--- src/rtl/pcs_blocks_pkg.sv ---
// ---------------------------------------------------------------------------
// pcs_blocks_pkg
// Constants for 64b/66b block construction. The encoder, decoder and checker
// share them.
//   - sync header values (control, data, corrupted)
//   - block type bytes: IDLE, S0 and the T0..T7 terminate table
//   - IDLE_CHAR: the fixed payload byte used in fixed-character mode
//   - generator FSM state enum
// ---------------------------------------------------------------------------
package pcs_blocks_pkg;

    localparam logic [1:0] CTRL_SH = 2'b10;
    localparam logic [1:0] DATA_SH = 2'b01;
    localparam logic [1:0] ERR_SH  = 2'b00;

    localparam logic [7:0] TYPE_IDLE = 8'h1E;
    localparam logic [7:0] TYPE_S0   = 8'h78;
    localparam logic [7:0] IDLE_CHAR = 8'hFA;

    // Shortest packet that still spans a start block plus a terminate block.
    localparam int MIN_PKT_LEN = 7;

    typedef enum logic [1:0] {
        ST_GAP,
        ST_START,
        ST_DATA,
        ST_TERM
    } gen_state_t;

    // Terminate block type for k trailing data bytes.
    function automatic logic [7:0] term_type(input logic [2:0] k);
        case (k)
            3'd0:    term_type = 8'h87;
            3'd1:    term_type = 8'h99;
            3'd2:    term_type = 8'hAA;
            3'd3:    term_type = 8'hB4;
            3'd4:    term_type = 8'hCC;
            3'd5:    term_type = 8'hD2;
            3'd6:    term_type = 8'hE1;
            default: term_type = 8'hFF;
        endcase
    endfunction

endpackage

--- src/rtl/payload_byte_gen.sv ---
// ---------------------------------------------------------------------------
// payload_byte_gen
// Combinational source of 8 consecutive payload bytes.
//   base_index  in  8   index of the first byte (packet byte index mod 256)
//   mode        in  1   0 = every byte IDLE_CHAR, 1 = byte value = its index
//   bytes       out 64  byte j at [63-8j -: 8] (first byte most significant)
// ---------------------------------------------------------------------------
module payload_byte_gen
    import pcs_blocks_pkg::*;
(
    input  logic [7:0]  base_index,
    input  logic        mode,
    output logic [63:0] bytes
);

    always_comb begin
        bytes = '0;
        for (int j = 0; j < 8; j++) begin
            bytes[63-8*j -: 8] = mode ? (base_index + 8'(j)) : IDLE_CHAR;
        end
    end

endmodule

--- src/rtl/pkt_block_generator_rx.sv ---
// ---------------------------------------------------------------------------
// pkt_block_generator_rx
// 64b/66b test-traffic source: start block, data blocks, terminate block
// T0..T7, then a programmable run of idle blocks. One block per i_valid.
//   i_clock, i_reset_n   clock, asynchronous active-low reset
//   i_enable             allow new packets to start
//   i_valid              advance one block this cycle
//   i_pkt_len            payload bytes per packet (clamped to >= 7)
//   i_ipg_blocks         idle blocks between packets (0 treated as 1)
//   i_payload_mode       0 = fixed 0xFA bytes, 1 = incrementing bytes
//   i_err_inject         corrupt the sync header of the next emitted block
//   o_data/o_valid       registered block and its valid
//   o_sop/o_eop          start / terminate block flags
//   o_pkt_count          terminate blocks emitted (wraps)
// ---------------------------------------------------------------------------
module pkt_block_generator_rx
    import pcs_blocks_pkg::*;
#(
    parameter int NB_DATA    = 66,
    parameter int NB_LEN     = 14,
    parameter int NB_IPG     = 8,
    parameter int NB_PKT_CNT = 32
) (
    input  logic                  i_clock,
    input  logic                  i_reset_n,
    input  logic                  i_enable,
    input  logic                  i_valid,
    input  logic [NB_LEN-1:0]     i_pkt_len,
    input  logic [NB_IPG-1:0]     i_ipg_blocks,
    input  logic                  i_payload_mode,
    input  logic                  i_err_inject,
    output logic [NB_DATA-1:0]    o_data,
    output logic                  o_valid,
    output logic                  o_sop,
    output logic                  o_eop,
    output logic [NB_PKT_CNT-1:0] o_pkt_count
);

    localparam logic [NB_DATA-1:0] IDLE_BLOCK = {CTRL_SH, TYPE_IDLE, 56'h0};

    gen_state_t          state, state_nx, cur_state;
    logic [NB_IPG-1:0]   gap_cnt, gap_nx;
    logic [NB_LEN-1:0]   rem, rem_nx;
    logic [7:0]          byte_idx, idx_nx;
    logic                mode_q, mode_nx;
    logic                err_flag;

    logic [NB_LEN-1:0]   len_clamped, start_rem, data_rem;
    logic [7:0]          pay_base;
    logic                pay_mode;
    logic [63:0]         payload;
    logic [55:0]         term_keep;
    logic [NB_DATA-1:0]  blk_nx;
    logic                sop_nx, eop_nx;

    assign len_clamped = (i_pkt_len < NB_LEN'(MIN_PKT_LEN)) ? NB_LEN'(MIN_PKT_LEN) : i_pkt_len;
    assign start_rem   = len_clamped - NB_LEN'(MIN_PKT_LEN);
    assign data_rem    = rem - NB_LEN'(8);

    // gap_cnt holds the idle blocks still owed. A GAP cycle that owes none
    // and may launch is itself the START cycle, so the first valid cycle
    // after reset emits the start block.
    always_comb begin
        cur_state = state;
        if (state == ST_GAP && gap_cnt == '0 && i_enable) begin
            cur_state = ST_START;
        end
    end

    // The start block always begins at byte 0 with the freshly sampled mode.
    assign pay_base = (cur_state == ST_START) ? 8'd0 : byte_idx;
    assign pay_mode = (cur_state == ST_START) ? i_payload_mode : mode_q;

    payload_byte_gen u_payload_byte_gen (
        .base_index (pay_base),
        .mode       (pay_mode),
        .bytes      (payload)
    );

    // Keep the first k bytes after the terminate type, zero the rest.
    assign term_keep = ~(56'hFF_FFFF_FFFF_FFFF >> {rem[2:0], 3'b000});

    // NOTE: every output of this block gets a default first, so no path
    // leaves a variable unassigned and no latch is inferred.
    always_comb begin
        state_nx = state;
        gap_nx   = gap_cnt;
        rem_nx   = rem;
        idx_nx   = byte_idx;
        mode_nx  = mode_q;
        blk_nx   = IDLE_BLOCK;
        sop_nx   = 1'b0;
        eop_nx   = 1'b0;

        case (cur_state)
            ST_GAP: begin
                if (gap_cnt != '0) begin
                    gap_nx = gap_cnt - NB_IPG'(1);
                end
            end
            ST_START: begin
                blk_nx   = {CTRL_SH, TYPE_S0, payload[63:8]};
                sop_nx   = 1'b1;
                rem_nx   = start_rem;
                mode_nx  = i_payload_mode;
                idx_nx   = 8'(MIN_PKT_LEN);
                state_nx = (start_rem >= NB_LEN'(8)) ? ST_DATA : ST_TERM;
            end
            ST_DATA: begin
                blk_nx   = {DATA_SH, payload};
                rem_nx   = data_rem;
                idx_nx   = byte_idx + 8'd8;
                state_nx = (data_rem < NB_LEN'(8)) ? ST_TERM : ST_DATA;
            end
            ST_TERM: begin
                blk_nx   = {CTRL_SH, term_type(rem[2:0]), payload[63:8] & term_keep};
                eop_nx   = 1'b1;
                gap_nx   = (i_ipg_blocks == '0) ? NB_IPG'(1) : i_ipg_blocks;
                state_nx = ST_GAP;
            end
            default: state_nx = ST_GAP;
        endcase
    end

    // NOTE: sequential state uses non-blocking assignments so every register
    // samples pre-edge values regardless of statement order.
    always_ff @(posedge i_clock or negedge i_reset_n) begin
        if (!i_reset_n) begin
            state       <= ST_GAP;
            gap_cnt     <= '0;
            rem         <= '0;
            byte_idx    <= '0;
            mode_q      <= 1'b0;
            err_flag    <= 1'b0;
            o_data      <= IDLE_BLOCK;
            o_valid     <= 1'b0;
            o_sop       <= 1'b0;
            o_eop       <= 1'b0;
            o_pkt_count <= '0;
        end else if (i_valid) begin
            state    <= state_nx;
            gap_cnt  <= gap_nx;
            rem      <= rem_nx;
            byte_idx <= idx_nx;
            mode_q   <= mode_nx;
            // A pending or same-cycle injection hits this block only.
            err_flag <= 1'b0;
            o_data   <= (err_flag || i_err_inject) ? {ERR_SH, blk_nx[63:0]} : blk_nx;
            o_valid  <= 1'b1;
            o_sop    <= sop_nx;
            o_eop    <= eop_nx;
            if (eop_nx) begin
                o_pkt_count <= o_pkt_count + NB_PKT_CNT'(1);
            end
        end else begin
            o_valid <= 1'b0;
            if (i_err_inject) begin
                err_flag <= 1'b1;
            end
        end
    end

endmodule

--- config.mk ---
export PLATFORM = sky130hd
export DESIGN_NAME = pkt_block_generator_rx
export DESIGN_NICKNAME = d
export VERILOG_FILES = /design/src/rtl/pcs_blocks_pkg.sv /design/src/rtl/payload_byte_gen.sv /design/src/rtl/pkt_block_generator_rx.sv
export SDC_FILE = /design/constraint.sdc
export NUM_CORES = 1
export LEC_CHECK = 0
export CORE_MARGIN = 10
export CORE_UTILIZATION = 53
export CTS_BUF_LIST = sky130_fd_sc_hd__clkbuf_16
export DETAILED_ROUTE_END_ITERATION = 10
export HOLD_SLACK_MARGIN = 0.05
export PLACE_DENSITY = 0.77
export SYNTH_ARGS = -nofsm -noshare
export SYNTH_HDL_FRONTEND = slang
export SYNTH_SLANG_ARGS = --single-unit
--- constraint.sdc ---
create_clock -name i_clock -period 3.85 [get_ports i_clock]
set_input_delay 0.9625 -clock i_clock [delete_from_list [all_inputs] [get_ports i_clock]]
set_output_delay 0.9625 -clock i_clock [all_outputs]
set_load 0.05 [all_outputs]
==> results of run 1 <==
==> logic make-up (layout without fill, tap and decap cells) <==
family	after synthesis	after routing
AO/OA/AOI/OAI	189	189
XOR/XNOR	52	52
adder cells (fa/ha/maj)	8	8
buffers and inverters	68	213
flip-flops	131	131
multiplexers	7	7
other	1	2
AND/OR/NAND/NOR	244	244
==> final timing paths <==
path / from / to / slack, ns / depth (start not counted)
setup / recovery: i_enable / o_data[38]$_DFFE_PN0P_ / 0.34 / 12
hold / removal: o_data[65]$_DFFE_PN1P_ / o_data[65]$_DFFE_PN1P_ / 0.47 / 2
setup reg to reg: gap_cnt[0]$_DFFE_PN0P_ / o_data[38]$_DFFE_PN0P_ / 0.64 / 13
hold reg to reg: o_data[65]$_DFFE_PN1P_ / o_data[65]$_DFFE_PN1P_ / 0.47 / 2
max in group asynchronous: i_reset_n / o_data[4]$_DFFE_PN0P_ / 2.67 / 2
min in group asynchronous: i_reset_n / o_pkt_count[9]$_DFFE_PN0P_ / 0.61 / 2
==> registers in the layout, indices dropped and copies added, names as in the netlist <==
register	flops
o_valid	1
state	2
o_sop	1
o_eop	1
rem	14
o_pkt_count	32
byte_idx	6
gap_cnt	8
mode_q	1
o_data	64
err_flag	1
==> power by group <==
part	leakage (µW)	internal (µW)	switching (µW)
combinational	0.00175	858	1580
clock	0.000283	933	595
sequential	0.00170	1720	413
total	0.00373	3510	2590
==> layout by cell type, fill, tap and decap left out, types with 16 or more instances in the layout <==
master and n:
a21oi_1 42, and3_1 16, buf_4 33, clkbuf_16 17, clkdlybuf4s50_1 124, dfrtp_1 126
inv_1 25, nand2_1 65, nand3_1 25, nor2_1 56, o21ai_0 47, o2bb2ai_1 31
xnor2_1 40
==> per-layer routing <==
metal	vias up	track usage, %	share of wire, %
li1	2782	-	-
met4	0	8.68	2.4
met2	250	36.7	48
met1	3033	28.8	43
met5	-	0	0
met3	42	5.37	6.1
==> through the flow <==
step	setup TNS, ns	area [µm²]
2_1_floorplan	0	6730
3_3_place_gp	0	8270
3_5_place_dp	-0.0640	8270
4_1_cts	0	8820
5_1_grt	0	8820
6_report	0	8820
==> critical path, cell delays in order <==
cell and delay, ns:
clkdlybuf4s50_1 0.44, nor4bb_1 0.43, buf_4 0.21, a21oi_1 0.11, or2_2 0.36, and2_1 0.19, ha_1 0.27, nand4_1 0.14
xnor2_1 0.09, o21ai_0 0.35, buf_4 0.19, o2bb2ai_1 0.06
==> cell type report <==
cell class | count | area [µm²]
Clock buffer | 17 | 425
Multi-Input combinational cell | 502 | 3170
Clock inverter | 14 | 125
Sequential cell | 131 | 3280
Fill cell | 989 | 3690
Tap cell | 172 | 215
Inverter | 23 | 86.3
Timing Repair Buffer | 159 | 1510
==> flow_summary.yaml, run 1 <==
outcome:
  outcome: "finished clean"
timing:
  fin_ws_ns: 0.336
  clock_skew_ns: 0.00547
  hold_viol_final: 0
  worst_slew_pin_slew_ns: 0.864
  maxSlewViolCount: 0
  slew_headroom_pct: 42.0
  min_period_ns: 3.51
  whs_ns: 0.473
  grt_setup_unrepaired: "false"
  setup_viol: 0
  min_period_over_period_pct: 91.3
  fmax_ghz: 0.285
clock_network:
  clock_latency_ns: 0.42
  cts_setup_buffers: 0
  cts_buffer_depth: 2
  root_buffer: "clkbuf_16"
  clk_pin_slew_ns: 0.05
  cts_tree: "yes"
  cts_resized: 0
  cts.sinks: 131
  numCtsBuffers: 17
  cts.htree.levels: 4
  hold_buffers: 0
floorplanning:
  fp.dieH_um: 133
  die-area_mm2: 0.0176
  fp.dieW_um: 133
  core_mm2: 0.0125
  io_pins: 129
  rows: 41
  start_util_pct: 53.8
yosys:
  syn_inst: 700
  ys_top_cells_by_count: "126 x dfrtp_1, 65 x nand2_1, 56 x nor2_1"
  synth_top_area_cell: "dfrtp_1"
  synth_xor_area_share_pct: 6.77
  yosys.area.top_type_share_pct: 46.9
  ys_ff_latch: 131
  dominantRegCellSynth: "dfrtp_1"
  seq_area_frac_synth_pct: 48.8
  synthMuxAreaShare_pct: 1.15
  synth_fa_ha_area_share_pct: 1.49
  ys_warn_count: 0
  synth-compound-area-share_pct: 19.2
  synth_top_family_by_area: "compound AO/OA/AOI/OAI gates"
  synth.avg_cell_area_um2: 9.61
  synthTopCellsByArea: "dfrtp_1 47%, xnor2_1 5.2%, o2bb2ai_1 4.0%"
  synth_edf_count: 0
  synth-simple-area-share_pct: 18.5
  netlist_area_mm2: 0.00673
  yosysUniqueCellTypes: 73
  async_flop_share_pct: 100
  synth_most_common_cell: "dfrtp_1"
cells_and_area:
  layout.nets: 870
  diodes: 0
  finish.utilization_pct: 70.5
  areaGrowthSynthToFinish_pct: 31.1
  stdcell_count: 1018
  drive_above_1_share_pct: 10.8
global_route:
  grtUsageTotal_pct: 22.7
  grt_pass1_vias: 6222
  grt.overflow.total: 0
  grt_pass1_wl_mm: 32.7
  grt_max_degree: 132
  antenna_found_initial: 0
route:
  routedWlPerCell_um: 19.7
  dr.pass1.iters: 6
  ant_nets: 0
  drc_errors: 0
  avgViaCountPerCell: 6.00
  finalWirelength_mm: 20.0
  dr.first_iter.drc_count: 700
  vias: 6107
place:
  dp_slack_ns: -0.0339
  dp_hpwl_mm: 14.5
  portBuffers: 126
  globalplace.congestion: 0.913
  place_inst: 987
worst_setup_path:
  worstPathArrival_ns: 3.80
  cp_data_required_time_ns: 4.14
  crit_path_end_kind: "register"
  critPathKind: "input pin to register"
  crit_path_max_fanout: 6
  cp-start-kind: "input pin"
power_and_ir_drop:
  p_leak_uw: 0.00373
  ir_drop_uv: 415
  power_uw: 6100
  powerDensity_mw_per_mm2: 692
flow_run:
  cap_violations: 0
min_path:
  hp-class: "register to register"
Power figures use the tool's default switching activity.
==> inputs of run 2 (changes only) <==
--- a/config.mk
+++ b/config.mk
@@ -14,3 +14,4 @@
 export SYNTH_ARGS = -nofsm -noshare
 export SYNTH_HDL_FRONTEND = slang
 export SYNTH_SLANG_ARGS = --single-unit
+export TNS_END_PERCENT = 20
==> results of run 2 <==
Final layout, timing and power as in run 1 (identical DEF).
==> inputs of run 3 (changes only) <==
--- a/config.mk
+++ b/config.mk
@@ -11,6 +11,7 @@
 export DETAILED_ROUTE_END_ITERATION = 10
 export HOLD_SLACK_MARGIN = 0.05
 export PLACE_DENSITY = 0.77
+export RECOVER_POWER = 25
 export SYNTH_ARGS = -nofsm -noshare
 export SYNTH_HDL_FRONTEND = slang
 export SYNTH_SLANG_ARGS = --single-unit
==> flow_summary.yaml, run 3 (synthesized netlist as in run 1, its figures left out) <==
worst_setup_path:
  cp_data_required_time_ns: 4.12
  timing.rr.start: "gap_cnt[0]$_DFFE_PN0P_"
  crit_path_end_kind: "register"
  crit_path_max_fanout: 6
  cp_slowest_cell: "clkdlybuf4s50_1"
  startpoint: "i_enable"
  worstPathArrival_ns: 3.77
  reg2regPathDepth: 14
  critPathKind: "input pin to register"
  cpPeakStageDelay_ns: 0.44
  cp-start-kind: "input pin"
  path_cells: "clkdlybuf4s50_1 > nor4bb_1 > buf_4 > a21oi_1 > or2_2 > and2_1 > ha_1 > a21oi_1 > nor2_1 > xor2_1 > o21ai_0 > buf_4 > o2bb2ai_1"
timing:
  min_period_over_period_pct: 90.8
  maxSlewViolCount: 132
  grt_setup_unrepaired: "false"
  hold_viol_final: 0
  slew_headroom_pct: -17.3
  whs_ns: 0.474
  min_period_ns: 3.50
  fmax_ghz: 0.286
  clock_skew_ns: 0.0111
  worst_slew_pin_slew_ns: 1.76
  setup_viol: 0
global_route:
  grt_pass1_vias: 6222
  use_met1_pct: 28.8
  grt_max_degree: 132
  use_met3_pct: 5.37
  grtUsageTotal_pct: 22.7
  grt.busiest_layer: "met2"
  antenna_found_initial: 0
  grt.overflow.total: 0
  grt_use_met2_pct: 36.7
  grt_pass1_wl_mm: 32.7
clock_network:
  cts_setup_buffers: 0
  root_buffer: "clkbuf_16"
  cts_resized: 0
  cts_tree: "yes"
  clock_latency_ns: 0.43
  cts.sinks: 131
  clk_pin_slew_ns: 0.05
  cts.htree.levels: 4
  cts_buffer_depth: 2
  hold_buffers: 0
  numCtsBuffers: 17
cells_and_area:
  drive_above_1_share_pct: 10.6
  final_cell_area_mm2: 0.00881
  num-fill-cells: 992
  largest_reg_flops: 64
  areaGrowthSynthToFinish_pct: 30.9
  final_cell_mix: "126 x dfrtp_1, 124 x clkdlybuf4s50_1, 65 x nand2_1"
  finish.utilization_pct: 70.4
  stdcell_count: 1018
  diodes: 0
  layout.nets: 870
  regMostFlops: "o_data"
  reg_top3: "o_data (64), o_pkt_count (32), rem (14)"
  layout_commonest_cell: "dfrtp_1"
flow_run:
  cap_violations: 1
power_and_ir_drop:
  swShare_pct: 42.4
  comb_power_share_pct: 40.0
  p_sw_uw: 2590
  powerDensity_mw_per_mm2: 692
  clkPwrFrac_pct: 25.0
  seq_power_share_pct: 35.0
  internal_power_uw: 3510
  ir_drop_uv: 415
  p_leak_uw: 0.00372
  power_uw: 6100
place:
  place_inst: 987
  portBuffers: 126
  dp_hpwl_mm: 14.5
  globalplace.congestion: 0.913
  dpl_cell_area_mm2: 0.00827
route:
  finalWirelength_mm: 20.0
  routedWlPerCell_um: 19.7
  ant_nets: 0
  drc_errors: 0
  dr.first_iter.drc_count: 729
  vias: 6115
  avgViaCountPerCell: 6.01
  dr.pass1.iters: 7
min_path:
  worstHoldStart: "o_data[65]$_DFFE_PN1P_"
  holdPathStages: 2
  hp-class: "register to register"
floorplanning:
  fp.dieH_um: 133
  rows: 41
  fp.dieW_um: 133
  core_mm2: 0.0125
  io_pins: 129
  die-area_mm2: 0.0176
  start_util_pct: 53.8
outcome:
  failed_checks: "capacitance limit, slew limit"
  outcome: "finished, violations left"
[run 3: area by class of cell]
class | count | area [µm²] | area share [%]
clock buffers | 17 | 425 | 4.83
clock inverters | 14 | 125 | 1.42
inverters | 23 | 86.3 | 0.980
multi-input cells | 502 | 3170 | 36.0
flip-flops and latches | 131 | 3280 | 37.3
well taps | 172 | 215 | 2.44
repair buffers | 159 | 1500 | 17.0
[run 3: final timing paths]
path | slack [ns] | to
worst max-delay path | 0.35 | o_data[14]$_DFFE_PN0P_
worst min register to register | 0.47 | o_data[65]$_DFFE_PN1P_
worst max register to register | 0.65 | o_data[14]$_DFFE_PN0P_
worst min-delay path | 0.47 | o_data[65]$_DFFE_PN1P_
min in group asynchronous | 1.11 | o_pkt_count[9]$_DFFE_PN0P_
max in group asynchronous | 1.60 | o_data[4]$_DFFE_PN0P_
[run 3: power groups by stage]
stage / registers, µW / clock network [µW] / logic, µW
after global placement: 2120 / 0 / 2370
final: 2130 / 1530 / 2440
after detailed placement: 2140 / 0 / 2430
after floorplan: 2650 / 0 / 996
after global routing: 2180 / 1590 / 2600
after CTS: 2120 / 1540 / 2440
[run 3: worst max-delay path, delay by kind of cell]
family / cells / cell delay (ns)
AND/OR/NAND/NOR: 4 / 1.04
buffers and inverters: 3 / 0.81
AO/OA/AOI/OAI: 4 / 0.56
adder cells (fa/ha/maj): 1 / 0.27
XOR/XNOR: 1 / 0.13
[run 3: layer usage]
layer  share of wire, %  vias up
li1                   -     2776
met1                 43     3041
met2                 49      254
met3                6.1       44
met4                2.4        0
met5                  0        -
[run 3: through the flow]
step | worst slack (ns) | setup TNS [ns]
after detailed placement | -0.0339 | -0.0640
final | 0.353 | 0
after global placement | 0.0234 | 0
after CTS | 0.400 | 0
after floorplan | 0.401 | 0
after global routing | 0.234 | 0
